==> src/rtl/rc5_pkg.sv <==
// rc5_pkg
//   Shared definitions for the RC5 host-side session controller.
//   - sessionStateT : controller state encoding
//   - MODE_CIPHER / MODE_DECIPHER : values of the request mode bit
//   - DEFAULT_W / DEFAULT_B : default word size (bits) and key length (bytes)
//   - PW / QW : RC5-32 magic constants (used by core models and key expansion)
package rc5_pkg;

  localparam int DEFAULT_W = 32;
  localparam int DEFAULT_B = 16;

  localparam logic [31:0] PW = 32'hB7E15163;
  localparam logic [31:0] QW = 32'h9E3779B9;

  localparam logic MODE_CIPHER   = 1'b0;
  localparam logic MODE_DECIPHER = 1'b1;

  typedef enum logic [2:0] {
    IDLE  = 3'd0,
    LOAD  = 3'd1,
    ARMED = 3'd2,
    RUN   = 3'd3,
    RESP  = 3'd4,
    DRAIN = 3'd5
  } sessionStateT;

endpackage

==> src/rtl/rc5_key_serializer.sv <==
// rc5_key_serializer
//   Latches a B-byte key and writes it into the core key RAM one byte per
//   cycle, address 0 first.
// Ports
//   clk, rst      clock, asynchronous active-high reset
//   iLoad         latch iKey and start writing on the following cycle
//   iKey          key, byte i = iKey[8*i+:8]
//   oKey_sub_i    byte currently written (0 when idle)
//   oKey_address  address currently written (0 when idle)
//   oWen          write enable, high for exactly B cycles per load
//   oLast         high on the cycle that writes address B-1
module rc5_key_serializer
  import rc5_pkg::*;
#(
  parameter int B        = DEFAULT_B,
  parameter int B_LENGTH = $clog2(B)
) (
  input  logic                clk,
  input  logic                rst,
  input  logic                iLoad,
  input  logic [8*B-1:0]      iKey,
  output logic [7:0]          oKey_sub_i,
  output logic [B_LENGTH-1:0] oKey_address,
  output logic                oWen,
  output logic                oLast
);

  localparam logic [B_LENGTH-1:0] LAST_ADDR = B_LENGTH'(B - 1);

  logic [8*B-1:0]      keyReg;
  logic [B_LENGTH-1:0] addrReg;
  logic                busyReg;
  logic [7:0]          keyBytes [B];

  generate
    for (genvar gi = 0; gi < B; gi++) begin : genKeyBytes
      assign keyBytes[gi] = keyReg[8*gi +: 8];
    end
  endgenerate

  always_ff @(posedge clk or posedge rst) begin
    if (rst) begin
      keyReg  <= '0;
      addrReg <= '0;
      busyReg <= 1'b0;
    end else if (iLoad) begin
      keyReg  <= iKey;
      addrReg <= '0;
      busyReg <= 1'b1;
    end else if (busyReg) begin
      // Return the address to 0 after the final byte so idle outputs are quiet.
      if (addrReg == LAST_ADDR) begin
        busyReg <= 1'b0;
        addrReg <= '0;
      end else begin
        addrReg <= addrReg + 1'b1;
      end
    end
  end

  assign oWen         = busyReg;
  assign oKey_address = addrReg;
  assign oKey_sub_i   = busyReg ? keyBytes[addrReg] : 8'h00;
  assign oLast        = busyReg && (addrReg == LAST_ADDR);

endmodule

==> src/rtl/rc5_session_ctrl.sv <==
// rc5_session_ctrl
//   Host-side sequencer for the RC5 core: loads the key into the core key
//   RAM, then runs cipher/decipher requests with a level start/done handshake
//   and hands the result back over valid/ready.
// Ports
//   clk, rst                    clock, asynchronous active-high reset
//   iKeyValid/oKeyReady/iKey    key offer (byte i = iKey[8*i+:8])
//   iReqValid/oReqReady         block request offer; iMode 0=cipher 1=decipher
//   iA, iB                      request block halves
//   oKey_sub_i/oKey_address/oWen  key RAM byte write port to the core
//   oStartCipher/oStartDecipher level starts to the core
//   oA, oB                      block presented to the core
//   iDoneCipher/iDoneDecipher   level dones from the core
//   iA_cipher..iB_decipher      core results
//   oRespValid/iRespReady       response handshake, oRespA/oRespB result
//   oKeyLoaded                  a complete key is resident in the core
// Build option
//   RC5_KEY_SKIP_EN : remember the last fully loaded key; re-offering it in
//   ARMED is accepted in one cycle with no RAM writes.
module rc5_session_ctrl
  import rc5_pkg::*;
#(
  parameter int W        = DEFAULT_W,
  parameter int B        = DEFAULT_B,
  parameter int B_LENGTH = $clog2(B)
) (
  input  logic                clk,
  input  logic                rst,
  input  logic                iKeyValid,
  output logic                oKeyReady,
  input  logic [8*B-1:0]      iKey,
  input  logic                iReqValid,
  output logic                oReqReady,
  input  logic                iMode,
  input  logic [W-1:0]        iA,
  input  logic [W-1:0]        iB,
  output logic [7:0]          oKey_sub_i,
  output logic [B_LENGTH-1:0] oKey_address,
  output logic                oWen,
  output logic                oStartCipher,
  output logic                oStartDecipher,
  output logic [W-1:0]        oA,
  output logic [W-1:0]        oB,
  input  logic                iDoneCipher,
  input  logic                iDoneDecipher,
  input  logic [W-1:0]        iA_cipher,
  input  logic [W-1:0]        iB_cipher,
  input  logic [W-1:0]        iA_decipher,
  input  logic [W-1:0]        iB_decipher,
  output logic                oRespValid,
  input  logic                iRespReady,
  output logic [W-1:0]        oRespA,
  output logic [W-1:0]        oRespB,
  output logic                oKeyLoaded
);

  sessionStateT stateReg, stateNext;

  logic         modeReg;
  logic [W-1:0] aReg, bReg;
  logic [W-1:0] respAReg, respBReg;
  logic         keyLoadedReg;

  logic         keyAccept, reqAccept, loadStart, skipHit, lastByte;
  logic         doneSel;
  logic [W-1:0] resASel, resBSel;

  // Ready outputs held low while reset is asserted so nothing handshakes then.
  // In ARMED a simultaneous key offer wins, so the request is refused.
  assign oKeyReady = !rst && (stateReg == IDLE || stateReg == ARMED);
  assign oReqReady = !rst && (stateReg == ARMED) && !iKeyValid;
  assign keyAccept = iKeyValid && oKeyReady;
  assign reqAccept = iReqValid && oReqReady;

  // Only the done/result of the running mode is ever looked at.
  assign doneSel = (modeReg == MODE_DECIPHER) ? iDoneDecipher : iDoneCipher;
  assign resASel = (modeReg == MODE_DECIPHER) ? iA_decipher   : iA_cipher;
  assign resBSel = (modeReg == MODE_DECIPHER) ? iB_decipher   : iB_cipher;

`ifdef RC5_KEY_SKIP_EN
  // Updated at every load start; it only counts as resident once
  // keyLoadedReg is set, i.e. after that load has written all B bytes.
  logic [8*B-1:0] lastKeyReg;

  always_ff @(posedge clk or posedge rst) begin
    if (rst) begin
      lastKeyReg <= '0;
    end else if (loadStart) begin
      lastKeyReg <= iKey;
    end
  end

  assign skipHit = (stateReg == ARMED) && keyLoadedReg && (iKey == lastKeyReg);
`else
  assign skipHit = 1'b0;
`endif

  rc5_key_serializer #(
    .B        (B),
    .B_LENGTH (B_LENGTH)
  ) uKeySer (
    .clk          (clk),
    .rst          (rst),
    .iLoad        (loadStart),
    .iKey         (iKey),
    .oKey_sub_i   (oKey_sub_i),
    .oKey_address (oKey_address),
    .oWen         (oWen),
    .oLast        (lastByte)
  );

  always_comb begin
    stateNext      = stateReg;
    loadStart      = 1'b0;
    oStartCipher   = 1'b0;
    oStartDecipher = 1'b0;
    oRespValid     = 1'b0;
    case (stateReg)
      IDLE: begin
        if (keyAccept) begin
          loadStart = 1'b1;
          stateNext = LOAD;
        end
      end
      LOAD: begin
        if (lastByte) stateNext = ARMED;
      end
      ARMED: begin
        if (keyAccept) begin
          if (!skipHit) begin
            loadStart = 1'b1;
            stateNext = LOAD;
          end
        end else if (reqAccept) begin
          stateNext = RUN;
        end
      end
      RUN: begin
        oStartCipher   = (modeReg == MODE_CIPHER);
        oStartDecipher = (modeReg == MODE_DECIPHER);
        if (doneSel) stateNext = RESP;
      end
      RESP: begin
        oRespValid = 1'b1;
        if (iRespReady) stateNext = DRAIN;
      end
      DRAIN: begin
        // Wait out the level done so the next request cannot see it.
        if (!doneSel) stateNext = ARMED;
      end
      default: stateNext = IDLE;
    endcase
  end

  always_ff @(posedge clk or posedge rst) begin
    if (rst) begin
      stateReg     <= IDLE;
      modeReg      <= MODE_CIPHER;
      aReg         <= '0;
      bReg         <= '0;
      respAReg     <= '0;
      respBReg     <= '0;
      keyLoadedReg <= 1'b0;
    end else begin
      stateReg <= stateNext;
      if (reqAccept) begin
        modeReg <= iMode;
        aReg    <= iA;
        bReg    <= iB;
      end
      if (stateReg == RUN && doneSel) begin
        respAReg <= resASel;
        respBReg <= resBSel;
      end
      if (loadStart) begin
        keyLoadedReg <= 1'b0;
      end else if (stateReg == LOAD && lastByte) begin
        keyLoadedReg <= 1'b1;
      end
    end
  end

  assign oA         = aReg;
  assign oB         = bReg;
  assign oRespA     = respAReg;
  assign oRespB     = respBReg;
  assign oKeyLoaded = keyLoadedReg;

endmodule

==> config.mk <==
export PLATFORM = sky130hd
export DESIGN_NAME = rc5_session_ctrl
export DESIGN_NICKNAME = d
export VERILOG_FILES = /design/src/rtl/rc5_pkg.sv /design/src/rtl/rc5_key_serializer.sv /design/src/rtl/rc5_session_ctrl.sv
export SDC_FILE = /design/constraint.sdc
export NUM_CORES = 1
export LEC_CHECK = 0
export ABC_AREA = 1
export ABC_CLOCK_PERIOD_IN_PS = 14300
export CAP_MARGIN = 15
export CORE_AREA = 2 2 183 185
export CTS_CLUSTER_SIZE = 30
export DETAILED_ROUTE_END_ITERATION = 12
export DIE_AREA = 0 0 185 187
export PLACE_DENSITY = 0.77
export RECOVER_POWER = 50
export SYNTH_ARGS = -nofsm -noshare
export SYNTH_HDL_FRONTEND = slang
export SYNTH_HIERARCHICAL = 1
export SYNTH_SLANG_ARGS = --single-unit
==> constraint.sdc <==
create_clock -name clk -period 14.3 [get_ports clk]
set_input_delay 3.575 -clock clk [delete_from_list [all_inputs] [get_ports clk]]
set_output_delay 3.575 -clock clk [all_outputs]
set_load 0.02 [all_outputs]
======== After elaboration in Yosys (flattened, before gate mapping) ========
Index checks and enable logic that the tools add are counted.
cells by class
  reductions and logical operators ........ 16
  add/sub/neg operators ................... 1
  bitwise logic cells ..................... 2
  multiplexer cells ....................... 28
  order comparisons ....................... 1
  equal/unequal tests ..................... 12
operators by type and width
  operator             count
  $mux 32              2
  $bmux 8 s4           1
  $mux 8               3
  $mux 3               7
  $pmux 3 s6           1
  $mux 4               3
  $mux 1               11
  $ne 2x2->1 const B   5
  $logic_and 1x1->1    8
  $eq 3x2->1 const B   2
  $eq 3x3->1 const B   2
  $reduce_and 6->1     1
  $ge 5x5->1 const B   1
  $not 4->5            1
  $add 4x1->4 const B  1
  $eq 4x4->1 const B   1
  $reduce_bool 2->1    2
  $eq 3x1->1 const B   1
  $logic_not 3->1      1
  $ne 3x3->1 const B   1
  $logic_not 1->1      2
  $reduce_or 2->1      1
  $logic_or 1x1->1     1
  $not 1->1            1
storage, ports and cells
  bits of input ports ..................... 328
  flip-flop bits (word level) ............. 266

======== Depth between registers and ports, before layout ========
  word-level depth ........................ 7
  mapped depth ............................ 10
  depth with buffers taken out ............ 10

======== By module ========
Netlist, hierarchy kept.
by module, submodules not included
  module              area each (sq um)  sequential area each (sq um)  times used  cells an instance
  rc5_key_serializer  6512.5             3328.2                        1           866
  rc5_session_ctrl    5728.0             3328.2                        1           689

======== Worst setup path after synthesis ========
Ideal clock, no wire load.
  path type ............................... input-to-output
  start point ............................. in rst
  end point ............................... out oReqReady
  slack ................................... 3.545 ns
  path buffers ............................ 0
  stages on the path ...................... 3
  arrival time ............................ 7.180 ns
  cells stage by stage .................... inv_1 nand2_1 nor3_1
on the way
  word-level cells in the longest chain between the ends .. 3
ends and longest elaborated chain
  what                              line                    RTL
  start, declared                   rc5_session_ctrl.sv:28  input logic rst,
  $logic_not 1->1 (no source line)  --
  $logic_and 1x1->1 (2 in a row)    rc5_session_ctrl.sv:71  assign oReqReady = !rst && (stateReg == ARMED) && !iKeyValid;
  end, declared                     rc5_session_ctrl.sv:33  output logic oReqReady,
Every way passes these cells.

======== Worst setup path after layout ========
Ends and elaborated chain as after synthesis.

==> flow_metrics.py <==
metrics = {
    "yosys": {
        "yosys_register_bits": 266,
        "synthMuxAreaShare": 0,
        "summed_instance_area_of_the_synthesized_netlist_mm2": 0.0122,
        "synth_most_common_cell": "sky130_fd_sc_hd__nand2_1",
        "count_of_flip_flops_with_a_built_in_enable_after_synthesis": 0,
        "synth-compound-area-share": 0.0922,
        "ys_top_cells_by_count": "sky130_fd_sc_hd__nand2_1 (646), sky130_fd_sc_hd__dfrtp_1 (266), sky130_fd_sc_hd__inv_1 (151)",
        "synth_area_leader_cell": "sky130_fd_sc_hd__dfrtp_1",
        "ys.flop_type": "sky130_fd_sc_hd__dfrtp_1",
        "synthesis.yosys.warnings": 6,
        "synth_simple_gate_area_frac": 0.265,
        "share_of_synthesized_cell_area_in_full_adder_half_adder_and_majority_cells": 0.00102,
        "synth-seq-area-share": 0.544,
        "post-synth-top-area-fraction": 0.544,
        "yosysUniqueCellTypes": 25,
        "syn_avg_cell_area_um2": 7.87,
        "synth-async-reset-ratio": 1.00,
        "dominant_combinational_cell_family_by_area_after_synthesis": "simple AND/OR/NAND/NOR gates",
        "synth_xor_area_frac": 0.000716,
        "syn-num-nets": 1884,
        "instance_count_of_the_mapped_netlist": 1555,
        "ranking_of_synthesized_cells_by_area": "sky130_fd_sc_hd__dfrtp_1 (54%), sky130_fd_sc_hd__nand2_1 (20%), sky130_fd_sc_hd__o21ai_0 (5.4%)",
    },
    "sta": {
        "fin_crit_sh": 0.644,
        "layout_min_cycle_time_ns": 9.20,
        "final-max-slew-violation-count": 209,
        "skew_ns": 0.0105,
        "worst_margin_pin_slew_ns": 4.07,
        "postLayoutSetupSlackWorst_ns": 5.10,
        "finalHoldViolations": 0,
        "rsz0062_at_grt": "false",
        "max_clock_freq_mhz": 109,
        "max_slew_margin": -1.72,
        "setup_total_negative_slack_ns": 0,
        "setup_viol": 0,
    },
    "grt": {
        "grtUsageMet2": 0.412,
        "grt_util_all_layers": 0.237,
        "number_of_antenna_violations_at_the_first_check_in_global_routing": 5,
        "global_route_wire_length_before_repair_um": 63500,
        "gr-usage-met1": 0.265,
        "vias_in_the_first_global_route": 11546,
        "grt-ovfl-total": 0,
        "gr-usage-met3": 0.0606,
        "grt_most_used_layer": "met2",
        "grt_max_degree": 132,
    },
    "layout": {
        "count_of_non_filler_cells_in_the_finished_layout": 2448,
        "final_net_count": 2304,
        "area_delta_synth_final_pct": 47.2,
        "drive_gt1_frac": 0.0355,
        "n_fill_cell": 2999,
    },
    "die": {
        "ios": 475,
        "rows": 67,
        "chipHeight_um": 187,
        "die_w_um": 185,
        "initial_core_util": 0.372,
        "design.core.area_mm2": 0.0329,
        "floorplan.die_area_mm2": 0.0346,
    },
    "power_and_ir_drop": {
        "power_density_mw_per_mm2": 217,
        "leakage_power_uw": 0.00846,
        "worst_ir_drop_vdd_mv": 0.112,
    },
    "detailed_routing": {
        "route.detailed.wl_per_inst_um": 17.1,
        "ant_nets": 0,
        "detail_route.iter0.violations": 785,
        "viasPerCell": 4.79,
        "wl_um": 41900,
        "drc": 0,
        "via_count": 11729,
        "drtPass1Iterations": 5,
    },
    "run": {
        "number_of_max_capacitance_violations_reported": 3,
    },
    "worst_setup_path": {
        "worst_path_max_delay_cell": "sky130_fd_sc_hd__clkdlybuf4s50_1",
        "worstPathMaxFanout": 65,
        "setup.worst_path.end_class": "output port",
        "path_cells": "dlygate4sd3_1, inv_6, nand2_1, nor3_1, clkdlybuf4s50_1",
        "required_ns": 10.72,
        "cp_top_family": "buffers and inverters",
        "timing.critical_path.slowest_cell_delay_ns": 0.63,
        "setup.worst_path.start_class": "input pin",
        "timing.setup.critical_path_class": "input pin to output port",
        "data_arrival_critical_path_ns": 5.63,
        "worst-path-buf-inv": 3,
    },
    "placement": {
        "gp_routability_congestion": 0.879,
        "numPortBuffers": 474,
        "pre_cts_ws_ns": 5.17,
        "detailedPlacementHpwl_um": 30700,
        "placedCellCount": 2392,
    },
    "cts": {
        "post_cts_buffers": 0,
        "worst_skew_pair.late_latency_ns": 0.55,
        "clk_pin_slew_worst_paths_ns": 0.06,
        "post_cts_resized": 0,
        "cts_htree_levels": 1,
        "clock_sinks": 266,
        "tritoncts_clock_tree": "built",
        "ctsRootBufferMaster": "sky130_fd_sc_hd__clkbuf_16",
        "post_cts_hold_buffers": 0,
        "cts_made_buffers": 29,
        "cts.path.max_buffers": 3,
    },
    "min_path": {
        "worstHoldPathType": "register to register",
    },
    "status": {
        "status": "finished, violations left",
        "failed_checks": "capacitance limit, slew limit",
    },
}
[worst paths after layout]
check	from	end	slack, ns	cells after the start
worst max-delay path	rst	oReqReady	5.10	5
worst min register to register	oA[5]	oA[5]	0.47	2
worst min-delay path	oA[5]	oA[5]	0.47	2
min in group asynchronous	rst	oB[30]	3.63	2
max in group asynchronous	rst	uKeySer/keyReg[118]	5.42	3
worst max register to register	modeReg	oRespB[14]	10.65	8
[power breakdown]
group | switching (uW) | total (uW) | internal, uW
registers | 172 | 1290 | 1120
logic | 1150 | 1850 | 696
clock network | 314 | 772 | 458
[placed cells by master (no fill, tap or decap), types with 6 or more instances in the layout]
cell,count
sky130_fd_sc_hd__a21oi_1,10
sky130_fd_sc_hd__a31oi_1,65
sky130_fd_sc_hd__buf_4,7
sky130_fd_sc_hd__clkbuf_1,6
sky130_fd_sc_hd__clkbuf_16,29
sky130_fd_sc_hd__clkbuf_8,6
sky130_fd_sc_hd__clkdlybuf4s50_1,341
sky130_fd_sc_hd__clkinv_2,8
sky130_fd_sc_hd__dfrtp_1,264
sky130_fd_sc_hd__dlygate4sd3_1,133
sky130_fd_sc_hd__inv_1,148
sky130_fd_sc_hd__nand2_1,646
sky130_fd_sc_hd__nand3_1,94
sky130_fd_sc_hd__nor2_1,75
sky130_fd_sc_hd__o21ai_0,133
[area by class of cell]
type / count / area, um2 / share of cell area
Clock buffer: 39 / 823 / 0.0457
Inverter: 159 / 612 / 0.0340
Clock inverter: 15 / 165 / 0.00917
Antenna cell: 2 / 5.00 / 0.000278
Sequential cell: 266 / 6660 / 0.370
Tap cell: 448 / 561 / 0.0311
Multi-Input combinational cell: 1036 / 4390 / 0.244
Timing Repair Buffer: 483 / 4800 / 0.267
[through the flow]
| step | total power (uW) | util | hold WS, ns | instance area, um2 |
|---|---|---|---|---|
| final | 3910 | 0.548 | 0.472 | 18000 |
| after global routing | 4160 | 0.548 | 0.496 | 18000 |
| after CTS | 4010 | 0.549 | 0.481 | 18000 |
| after detailed placement | 3220 | 0.519 | 0.464 | 17000 |
| after global placement | 3170 | 0.519 | 0.463 | 17000 |
| after floorplan | 2390 | - | 0.491 | 12200 |
[routing by layer]
| metal | part of all wire | vias up | wire length (um) |
|---|---|---|---|
| li1 | - | 5693 | - |
| met1 | 0.36 | 5445 | 15100 |
| met2 | 0.50 | 484 | 20800 |
| met3 | 0.083 | 103 | 3460 |
| met4 | 0.059 | 4 | 2480 |
| met5 | 0.00053 | - | 22 |
[logic make-up (layout without fill, tap and decap cells)]
logic type	after synthesis	in the layout
buffers and inverters	253	696
other	0	2
and+or+nand+nor	825	825
adders and majority gates	1	1
xor gates and xnor gates	1	1
AOI/OAI and AO/OA	209	209
DFF	266	266
[worst reg2reg max path: cells and delay by family, from the launching register on]
family,cells,cell delay [ns]
and+or+nand+nor,4,1.40
buffers and inverters,3,1.36
DFF,1,0.62
AOI/OAI and AO/OA,1,0.19
[registers in the layout (all words and copies together), names as in the netlist]
| signal | flops |
|---|---|
| uKeySer/keyReg | 128 |
| oA | 32 |
| oB | 32 |
| oRespA | 32 |
| oRespB | 32 |
| uKeySer/oKey_address | 4 |
| stateReg | 3 |
| modeReg | 1 |
| oKeyLoaded | 1 |
| uKeySer/oWen | 1 |
Note: power is estimated with default switching activity, not from simulation.
